$ cat src/rtl/vga_scan_arbiter_if.sv
// Writer handshake and framebuffer port shared by the scan arbiter and its environment.
// The slave side is the arbiter; the master side is the writer plus the RAM.
interface vga_scan_arbiter_if;
    logic        wr_req;
    logic [14:0] wr_addr;
    logic [2:0]  wr_data;
    logic        wr_ack;
    logic [14:0] mem_addr;
    logic        mem_we;
    logic [2:0]  mem_wdata;
    logic [2:0]  mem_rdata;

    modport master (
        output wr_req, wr_addr, wr_data, mem_rdata,
        input  wr_ack, mem_addr, mem_we, mem_wdata
    );

    modport slave (
        input  wr_req, wr_addr, wr_data, mem_rdata,
        output wr_ack, mem_addr, mem_we, mem_wdata
    );
endinterface

$ cat src/rtl/vga_scan_arbiter.sv
// VGA timing generator that shares a single-port tile framebuffer between the display scan
// (visible phase-0 slots) and a writer (every other slot).
module vga_scan_arbiter #(
    parameter int unsigned H_VIS  = 640,
    parameter int unsigned H_FP   = 16,
    parameter int unsigned H_SYNC = 96,
    parameter int unsigned H_BP   = 48,
    parameter int unsigned V_VIS  = 480,
    parameter int unsigned V_FP   = 10,
    parameter int unsigned V_SYNC = 2,
    parameter int unsigned V_BP   = 33,
    parameter int unsigned FB_W   = 160,
    parameter int unsigned FB_H   = 120
) (
    input  logic               clk,
    input  logic               rst_n,
    vga_scan_arbiter_if.slave  bus,
    output logic               hsync,
    output logic               vsync,
    output logic               r,
    output logic               g,
    output logic               b,
    output logic               frame_start
);

    localparam int unsigned H_TOTAL = H_VIS + H_FP + H_SYNC + H_BP;
    localparam int unsigned V_TOTAL = V_VIS + V_FP + V_SYNC + V_BP;

    localparam logic [9:0]  H_LAST   = 10'(H_TOTAL - 1);
    localparam logic [9:0]  V_LAST   = 10'(V_TOTAL - 1);
    localparam logic [9:0]  H_VIS_W  = 10'(H_VIS);
    localparam logic [9:0]  V_VIS_W  = 10'(V_VIS);
    localparam logic [9:0]  HS_START = 10'(H_VIS + H_FP);
    localparam logic [9:0]  HS_END   = 10'(H_VIS + H_FP + H_SYNC);
    localparam logic [9:0]  VS_START = 10'(V_VIS + V_FP);
    localparam logic [9:0]  VS_END   = 10'(V_VIS + V_FP + V_SYNC);
    localparam logic [14:0] FB_W_W   = 15'(FB_W);
    localparam logic [14:0] FB_SIZE  = 15'(FB_W * FB_H);

    logic        phase_q;
    logic [9:0]  h_q;
    logic [9:0]  v_q;
    logic [2:0]  rgb_q;
    logic        hsync_q;
    logic        vsync_q;
    logic        frame_start_q;

    logic        pix_en;
    logic        visible;
    logic        display_slot;
    logic        grant;
    logic [14:0] tile_addr;

    assign pix_en       = phase_q;
    assign visible      = (h_q < H_VIS_W) && (v_q < V_VIS_W);
    assign display_slot = !phase_q && visible;
    assign tile_addr    = 15'(v_q >> 2) * FB_W_W + 15'(h_q >> 2);

    always_ff @(posedge clk or negedge rst_n) begin
        if (!rst_n) begin
            phase_q <= 1'b0;
            h_q     <= '0;
            v_q     <= '0;
        end else begin
            phase_q <= ~phase_q;
            if (pix_en) begin
                if (h_q == H_LAST) begin
                    h_q <= '0;
                    v_q <= (v_q == V_LAST) ? '0 : v_q + 10'd1;
                end else begin
                    h_q <= h_q + 10'd1;
                end
            end
        end
    end

    // RAM data for the phase-0 read is valid during phase 1, so it is captured on pix_en
    // together with the syncs of the same pixel.
    always_ff @(posedge clk or negedge rst_n) begin
        if (!rst_n) begin
            rgb_q         <= 3'b000;
            hsync_q       <= 1'b1;
            vsync_q       <= 1'b1;
            frame_start_q <= 1'b0;
        end else begin
            frame_start_q <= pix_en && (h_q == H_LAST) && (v_q == V_LAST);
            if (pix_en) begin
                rgb_q   <= visible ? bus.mem_rdata : 3'b000;
                hsync_q <= !((h_q >= HS_START) && (h_q < HS_END));
                vsync_q <= !((v_q >= VS_START) && (v_q < VS_END));
            end
        end
    end

    // Reset gates the grant combinationally so a held request is dropped mid-cycle.
    assign grant = rst_n && bus.wr_req && !display_slot;

    always_comb begin
        bus.wr_ack    = grant;
        bus.mem_we    = grant && (bus.wr_addr < FB_SIZE);
        bus.mem_addr  = grant ? bus.wr_addr : tile_addr;
        bus.mem_wdata = bus.wr_data;
    end

    assign hsync       = hsync_q;
    assign vsync       = vsync_q;
    assign r           = rgb_q[2];
    assign g           = rgb_q[1];
    assign b           = rgb_q[0];
    assign frame_start = frame_start_q;

endmodule
$ cat src/flat_wrapper.sv
// flat-port wrapper written by rule: the top's interface ports become plain ports
module vga_scan_arbiter_flat 
#(
    parameter int unsigned H_VIS  = 640,
    parameter int unsigned H_FP   = 16,
    parameter int unsigned H_SYNC = 96,
    parameter int unsigned H_BP   = 48,
    parameter int unsigned V_VIS  = 480,
    parameter int unsigned V_FP   = 10,
    parameter int unsigned V_SYNC = 2,
    parameter int unsigned V_BP   = 33,
    parameter int unsigned FB_W   = 160,
    parameter int unsigned FB_H   = 120
)
  (clk, rst_n, hsync, vsync, r, g, b, frame_start, bus_wr_req, bus_wr_addr, bus_wr_data, bus_mem_rdata, bus_wr_ack, bus_mem_addr, bus_mem_we, bus_mem_wdata);
  vga_scan_arbiter_if bus_i ();
  input  logic clk;
  input  logic rst_n;
  output logic hsync;
  output logic vsync;
  output logic r;
  output logic g;
  output logic b;
  output logic frame_start;
  input wire logic [$bits(bus_i.wr_req)-1:0] bus_wr_req;
  input wire logic [$bits(bus_i.wr_addr)-1:0] bus_wr_addr;
  input wire logic [$bits(bus_i.wr_data)-1:0] bus_wr_data;
  input wire logic [$bits(bus_i.mem_rdata)-1:0] bus_mem_rdata;
  output wire logic [$bits(bus_i.wr_ack)-1:0] bus_wr_ack;
  output wire logic [$bits(bus_i.mem_addr)-1:0] bus_mem_addr;
  output wire logic [$bits(bus_i.mem_we)-1:0] bus_mem_we;
  output wire logic [$bits(bus_i.mem_wdata)-1:0] bus_mem_wdata;
  assign bus_i.wr_req = bus_wr_req;
  assign bus_i.wr_addr = bus_wr_addr;
  assign bus_i.wr_data = bus_wr_data;
  assign bus_i.mem_rdata = bus_mem_rdata;
  assign bus_wr_ack = bus_i.wr_ack;
  assign bus_mem_addr = bus_i.mem_addr;
  assign bus_mem_we = bus_i.mem_we;
  assign bus_mem_wdata = bus_i.mem_wdata;
  vga_scan_arbiter #(.H_VIS(H_VIS), .H_FP(H_FP), .H_SYNC(H_SYNC), .H_BP(H_BP), .V_VIS(V_VIS), .V_FP(V_FP), .V_SYNC(V_SYNC), .V_BP(V_BP), .FB_W(FB_W), .FB_H(FB_H)) u_core (.clk(clk), .rst_n(rst_n), .bus(bus_i), .hsync(hsync), .vsync(vsync), .r(r), .g(g), .b(b), .frame_start(frame_start));
endmodule
$ cat config.mk
export PLATFORM = sky130hd
export DESIGN_NAME = vga_scan_arbiter_flat
export DESIGN_NICKNAME = d
export VERILOG_FILES = /design/src/rtl/vga_scan_arbiter_if.sv /design/src/rtl/vga_scan_arbiter.sv /design/src/flat_wrapper.sv
export SDC_FILE = /design/constraint.sdc
export NUM_CORES = 1
export LEC_CHECK = 0
export CAP_MARGIN = 25
export CORE_MARGIN = 8
export CORE_UTILIZATION = 40
export DETAILED_ROUTE_END_ITERATION = 12
export PLACE_DENSITY = 0.71
export SLEW_MARGIN = 20
export SYNTH_ARGS = -nofsm -noshare
export SYNTH_HDL_FRONTEND = slang
export SYNTH_SLANG_ARGS = --single-unit
$ cat constraint.sdc
create_clock -name clk -period 6.9 [get_ports clk]
set_input_delay 1.725 -clock clk [delete_from_list [all_inputs] [get_ports clk]]
set_output_delay 1.725 -clock clk [all_outputs]
set_load 0.05 [all_outputs]
==> reports/qor.yml, run 1 <==
die:
  die_h_um: 88.4
  core_um2: 5070
  num_rows: 26
  die_w_um: 88.4
  start_util_pct: 41.3
  num_io_pins: 50
  fp.dieArea_um2: 7820
logic_synthesis:
  synth_warnings: 0
  synth_xor_area_share_pct: 9.61
  yosys.area.top_type: "dfrtp_1"
  ys_seq_area_share_pct: 32.3
  synth-seq-cells: 27
  syn_area_um2: 2100
  avgSynthCellArea_um2: 8.70
  async_reset_ff_share_pct: 100
  synthAdderAreaFrac_pct: 13.2
  synth-simple-area-share_pct: 25.5
  synth_top_area_share_pct: 29.8
  synth-compound-area-share_pct: 14.5
  synthMuxAreaShare_pct: 0
  synth_top_family_by_area: "simple AND/OR/NAND/NOR gates"
  netlist_top_cells_area: "dfrtp_1 (30%), ha_1 (11%), xnor2_1 (6.7%), nand2_1 (6.4%), o21ai_0 (3.8%)"
  yosys-top-cells-count: "nand2_1 (36), dfrtp_1 (25), ha_1 (19)"
  yosysUniqueCellTypes: 49
  synth_most_common_cell: "nand2_1"
  synth_edf_count: 0
  synth_fp_nets: 286
  synthFlopType: "dfrtp_1"
  syn_inst: 241
worst_setup_path:
  critPathSlowestCell: "clkdlybuf4s50_1"
  r2r_cells: 5
  arrival_ns: 3.94
  cp_common_cell: "clkdlybuf4s50_1"
  crit_type: "in2out"
  ff2ff_setup_slack_ns: 4.81
  slowest_delay_ns: 0.82
  endpoint_kind: "primary output"
  worstPathCellList: "clkdlybuf4s50_1 > nand2_1 > o21bai_2 > inv_2 > a311o_1 > o211ai_1 > clkdlybuf4s50_1"
  crit_fanout: 26
  crit_required_ns: 5.18
  cp-start-kind: "input port"
timing:
  period_needed_ns: 5.66
  hold_ws_ns: 0.494
  drv_slew: 0
  finalHoldViolations: 0
  setup_ws_ns: 1.24
  tightestPinTransition_ns: 0.531
  rsz0062_at_grt: "no"
  setup_violations: 0
  max_freq_mhz: 177
  period_share_pct: 82.1
  slew_headroom_pct: 64.5
  tns_ns: 0
  skew_ns: 0.00373
power_and_ir_drop:
  power_per_cell_area_nw_per_um2: 115
  sw_frac_of_total_pct: 26.4
  worst_ir_drop_vdd_mv: 0.0624
  power_frac_seq_pct: 52.9
  p_switching_mw: 0.0795
  leakage_nw: 1.18
  comb_power_share_pct: 17.4
  p_int_mw: 0.222
  clkPwrFrac_pct: 29.7
cts:
  root_buffer: "clkbuf_8"
  h-tree-depth: 1
  post-cts-setup-buffer-count: 0
  cts_buffers: 3
  clk_latency_ns: 0.27
  cts_resized: 0
  hold_buffers: 0
  tritoncts: "done"
  cts.clk_slew.worst_paths_ns: 0.09
  clkSinkCount: 27
  clk_path_buf_depth: 2
drt:
  vias: 1829
  ant_nets: 0
  drt_wl_total_mm: 4.97
  vias_per_cell: 5.21
  routedWlPerCell_um: 14.1
  drc: 0
  dr.first_iter.drc_count: 59
  dr.pass1.iters: 6
global_routing:
  grt_max_degree: 28
  grt_pass1_wl_mm: 8.32
  grt_pass1_vias: 1817
  use_met3_pct: 2.23
  grt-ovfl-total: 0
  antenna_found_initial: 0
  use_met1_pct: 16.3
  gr-usage-all-layers_pct: 13.1
  top_usage_layer: "met2"
  met2_usage_pct: 22.8
placement:
  place_congestion: 0.837
  io_buffers: 43
  placed_cells: 347
  dpl.hpwl_mm: 3.97
  post-place-ws_ns: 1.24
finish:
  stdcell_count: 351
  areaGrowthSynthToFinish_pct: 25.0
  n_antenna_cell: 0
  drive_above_1_share_pct: 6.05
  fin_nets: 327
hold_path:
  worstHoldPathCells: 2
  hp-class: "reg2reg"
flow_run:
  cap_violations: 0
outcome:
  status: "finished, final reports clean"
path summary, 6_finish.rpt:
path / from / end
worst min register to register: u_core.vsync / u_core.vsync
worst min-delay path: u_core.vsync / u_core.vsync
max in group asynchronous: rst_n / u_core.hsync
worst max-delay path: rst_n / bus_mem_addr[13]
min in group asynchronous: rst_n / u_core.rgb_q[1]
worst max register to register: u_core.phase_q / u_core.v_q[9]
layout by cell type, fill, tap and decap left out, types with 5 or more instances in the layout:
cell	count
a21oi_1	6
and3_1	5
clkdlybuf4s50_1	42
dfrtp_1	25
ha_1	19
inv_1	14
nand2_1	36
nand3_1	12
nand4_1	8
nor2_1	15
nor3_1	8
o21ai_0	16
xnor2_1	16
xor2_1	7
power by group through the flow:
stage | Sequential [mW] | Combinational, mW | Clock [mW]
2_1_floorplan | 0.166 | 0.0274 | 0
3_3_place_gp | 0.163 | 0.0528 | 0
3_5_place_dp | 0.163 | 0.0531 | 0
4_1_cts | 0.160 | 0.0532 | 0.0934
5_1_grt | 0.160 | 0.0559 | 0.0994
6_report | 0.160 | 0.0524 | 0.0894
per-stage QoR:
| stage | total power, mW | util (%) | cell area [um^2] |
|---|---|---|---|
| 3_3_place_gp | 0.215 | 50.8 | 2580 |
| 4_1_cts | 0.306 | 51.7 | 2620 |
| 2_1_floorplan | 0.193 | - | 2100 |
| 3_5_place_dp | 0.216 | 50.8 | 2580 |
| 5_1_grt | 0.315 | 51.7 | 2620 |
| 6_report | 0.301 | 51.7 | 2620 |
metal layers:
metal	share of wire, %	vias to the layer above
li1	-	935
met1	46	859
met2	49	29
met3	3.9	6
met4	1.1	0
met5	0	-
final cells by class:
type | count | area (um^2)
fillers | 490 | 2450
clock buffers | 4 | 45.0
multi-input cells | 191 | 1320
repair buffers | 44 | 435
flip-flops and latches | 27 | 678
inverters | 15 | 56.3
well taps | 70 | 87.6
state kept, by name (all words and copies together) (netlist names):
register            cells
u_core.rgb_q            3
u_core.h_q             10
u_core.hsync            1
u_core.vsync            1
u_core.phase_q          1
u_core.frame_start      1
u_core.v_q             10
cells by family after synthesis:
group / after synthesis
AOI/OAI and AO/OA: 44
buffers and inverters: 23
xor gates and xnor gates: 23
adders and majority gates: 21
DFF: 27
and+or+nand+nor: 103
critical path: cells and delay by family:
family                 cells  cell delay, ns
buffers and inverters      3            1.50
AND/OR/NAND/NOR            1            0.07
AO/OA/AOI/OAI              3            0.63
(Power assumes the default switching activity.)
==> run 2: changes to the inputs <==
clock period = 5.25 ns   (was 6.9 ns; I/O delays follow)
==> run 2 against run 1 <==
Net effect:
- cell count did not move
- clock-buffer cell count stayed put
- highest routed layer unchanged
- setup slack worse by 0.46 ns
- die area is the same
- hold slack barely moved
- core utilization is 3.4 points higher
- register-to-register slack got worse by 1.6 ns
- via count is 1.1% higher
- largest power group unchanged
- sequential share of layout area down 1.6 points
- clock skew decreased by 0.00087 ns
==> reports/qor.yml, run 2 (synthesized netlist as in run 1, its figures left out) <==
placement:
  io_buffers: 43  # unchanged
  place_congestion: 0.837  # +0.11%
  dpl.hpwl_mm: 4.16  # +4.6%
  placed_cells: 347  # unchanged
  place_area_um2: 2750  # +6.7%
timing:
  period_share_pct: 85.1
  period_needed_ns: 4.47
  setup_violations: 0  # unchanged
  max_freq_mhz: 224
  finalHoldViolations: 0  # unchanged
  skew_ns: 0.00286  # -0.000870 ns
  drv_slew: 0  # unchanged
  tightestPinTransition_ns: 0.542  # +0.0118 ns
  slew_headroom_pct: 63.7  # -0.79 points
  rsz0062_at_grt: "no"
  tns_ns: 0  # unchanged
finish:
  fillCellCount: 483  # -1.4%
  areaGrowthSynthToFinish_pct: 33.2
  final_core_util_pct: 55.1  # +3.4 points
  fin_nets: 327  # unchanged
  n_antenna_cell: 0  # unchanged
  fin_area_um2: 2790  # +6.6%
  final_common_cell: "nand2_1"
  stdcell_count: 351  # unchanged
  final_cell_mix: "nand2_1 (36), clkdlybuf4s50_1 (26), dfrtp_1 (25)"
  largestRegisters: "u_core.h_q: 10 flops, u_core.v_q: 10 flops, u_core.rgb_q: 3 flops"
  drive_above_1_share_pct: 11.7  # +5.7 points
worst_setup_path:
  crit_required_ns: 3.94  # -1.24 ns
  arrival_ns: 3.16  # -0.78 ns
  crit_fanout: 26  # unchanged
  cp-start-kind: "input port"
  endpoint_kind: "primary output"
  crit_type: "in2out"
die:
  num_rows: 26  # unchanged
  die_h_um: 88.4  # unchanged
  num_io_pins: 50  # unchanged
  core_um2: 5070  # unchanged
  fp.dieArea_um2: 7820  # unchanged
  start_util_pct: 41.3  # unchanged
  die_w_um: 88.4  # unchanged
drt:
  dr.pass1.iters: 4  # -2
  vias: 1850  # +1.1%
  vias_per_cell: 5.27  # +1.1%
  ant_nets: 0  # unchanged
  dr.first_iter.drc_count: 63  # +6.8%
  drc: 0  # unchanged
  routedWlPerCell_um: 14.6  # +3.3%
  drt_wl_total_mm: 5.13  # +3.3%
global_routing:
  grt_max_degree: 28  # unchanged
  grt_pass1_vias: 1938  # +6.7%
  gr-usage-all-layers_pct: 13.6  # +0.42 points
  grt_pass1_wl_mm: 8.69  # +4.5%
  antenna_found_initial: 0  # unchanged
  grt-ovfl-total: 0  # unchanged
outcome:
  status: "finished, final reports clean"
power_and_ir_drop:
  worst_ir_drop_vdd_mv: 0.141  # +130%
  power_per_cell_area_nw_per_um2: 146  # +27%
  leakage_nw: 1.26  # +7.2%
hold_path:
  hp-class: "reg2reg"
cts:
  cts_resized: 0  # unchanged
  h-tree-depth: 1  # unchanged
  hold_buffers: 0  # unchanged
  cts_buffers: 3  # unchanged
  tritoncts: "done"
  root_buffer: "clkbuf_8"
  clkSinkCount: 27  # unchanged
  post-cts-setup-buffer-count: 0  # unchanged
  cts.clk_slew.worst_paths_ns: 0.09  # about the same
  clk_latency_ns: 0.27  # about the same
  clk_path_buf_depth: 2  # unchanged
flow_run:
  cap_violations: 0  # unchanged
-- run 2: changes by cell type in the layout (fill, tap and decap cells not counted) --
cell | previous run | this run
buf_12 | 0 | 17
buf_4 | 2 | 1
clkdlybuf4s50_1 | 42 | 26
-- run 2: per-layer routing --
| layer | part of all wire (%) | vias to the layer above | wire length (um) | global-route usage [%] |
|---|---|---|---|---|
| met1 | 44 | 875 | 2250 | 15.6 |
| met2 | 50 | 31 | 2580 | 24.6 |
| met4 | 1.5 | 0 | 78 | 4.30 |
| met3 | 4.2 | 9 | 215 | 2.51 |
| li1 | - | 935 | - | - |
| met5 | 0 | - | 0 | 0 |
-- run 2: area by class of cell --
class / count / area (um^2) / share of cell area (%)
inverter: 15 / 56.3 / 2.02
timing repair buffer: 44 / 608 / 21.8
tap: 70 / 87.6 / 3.13
clock buffer: 4 / 45.0 / 1.61
multi-input combinational: 191 / 1320 / 47.2
sequential: 27 / 678 / 24.3
-- run 2: path summary, 6_finish.rpt --
| path | depth (start not counted) | startpoint | end | slack [ns] |
|---|---|---|---|---|
| max in group asynchronous | 2 | rst_n | u_core.vsync | 3.49 |
| worst min-delay path | 2 | u_core.vsync | u_core.vsync | 0.49 |
| worst max-delay path | 8 | rst_n | bus_mem_addr[14] | 0.78 |
| min in group asynchronous | 2 | rst_n | u_core.rgb_q[1] | 1.45 |
| worst max register to register | 5 | u_core.phase_q | u_core.v_q[3] | 3.17 |
| worst min register to register | 2 | u_core.vsync | u_core.vsync | 0.49 |
-- run 2: report_power, final --
part | internal, mW | switching (mW) | total, mW
logic | 0.0398 | 0.0439 | 0.0837
registers | 0.209 | 0.000639 | 0.210
clock network | 0.0543 | 0.0609 | 0.115
total | 0.303 | 0.105 | 0.409
-- run 2: stage by stage --
stage	total power [mW]	hold WS (ns)	setup slack, ns
6_report	0.409	0.494	0.782
3_3_place_gp	0.298	0.474	0.917
5_1_grt	0.425	0.531	0.578
2_1_floorplan	0.254	0.493	0.687
3_5_place_dp	0.298	0.486	0.835
4_1_cts	0.416	0.504	0.823
-- run 2: worst max-delay path, stage by stage --
cell	delay, ns
clkdlybuf4s50_1	0.42
nand2_1	0.08
o21bai_2	0.21
inv_2	0.27
a2111oi_0	0.40
nand4_1	0.15
nand3_1	0.17
buf_12	0.15
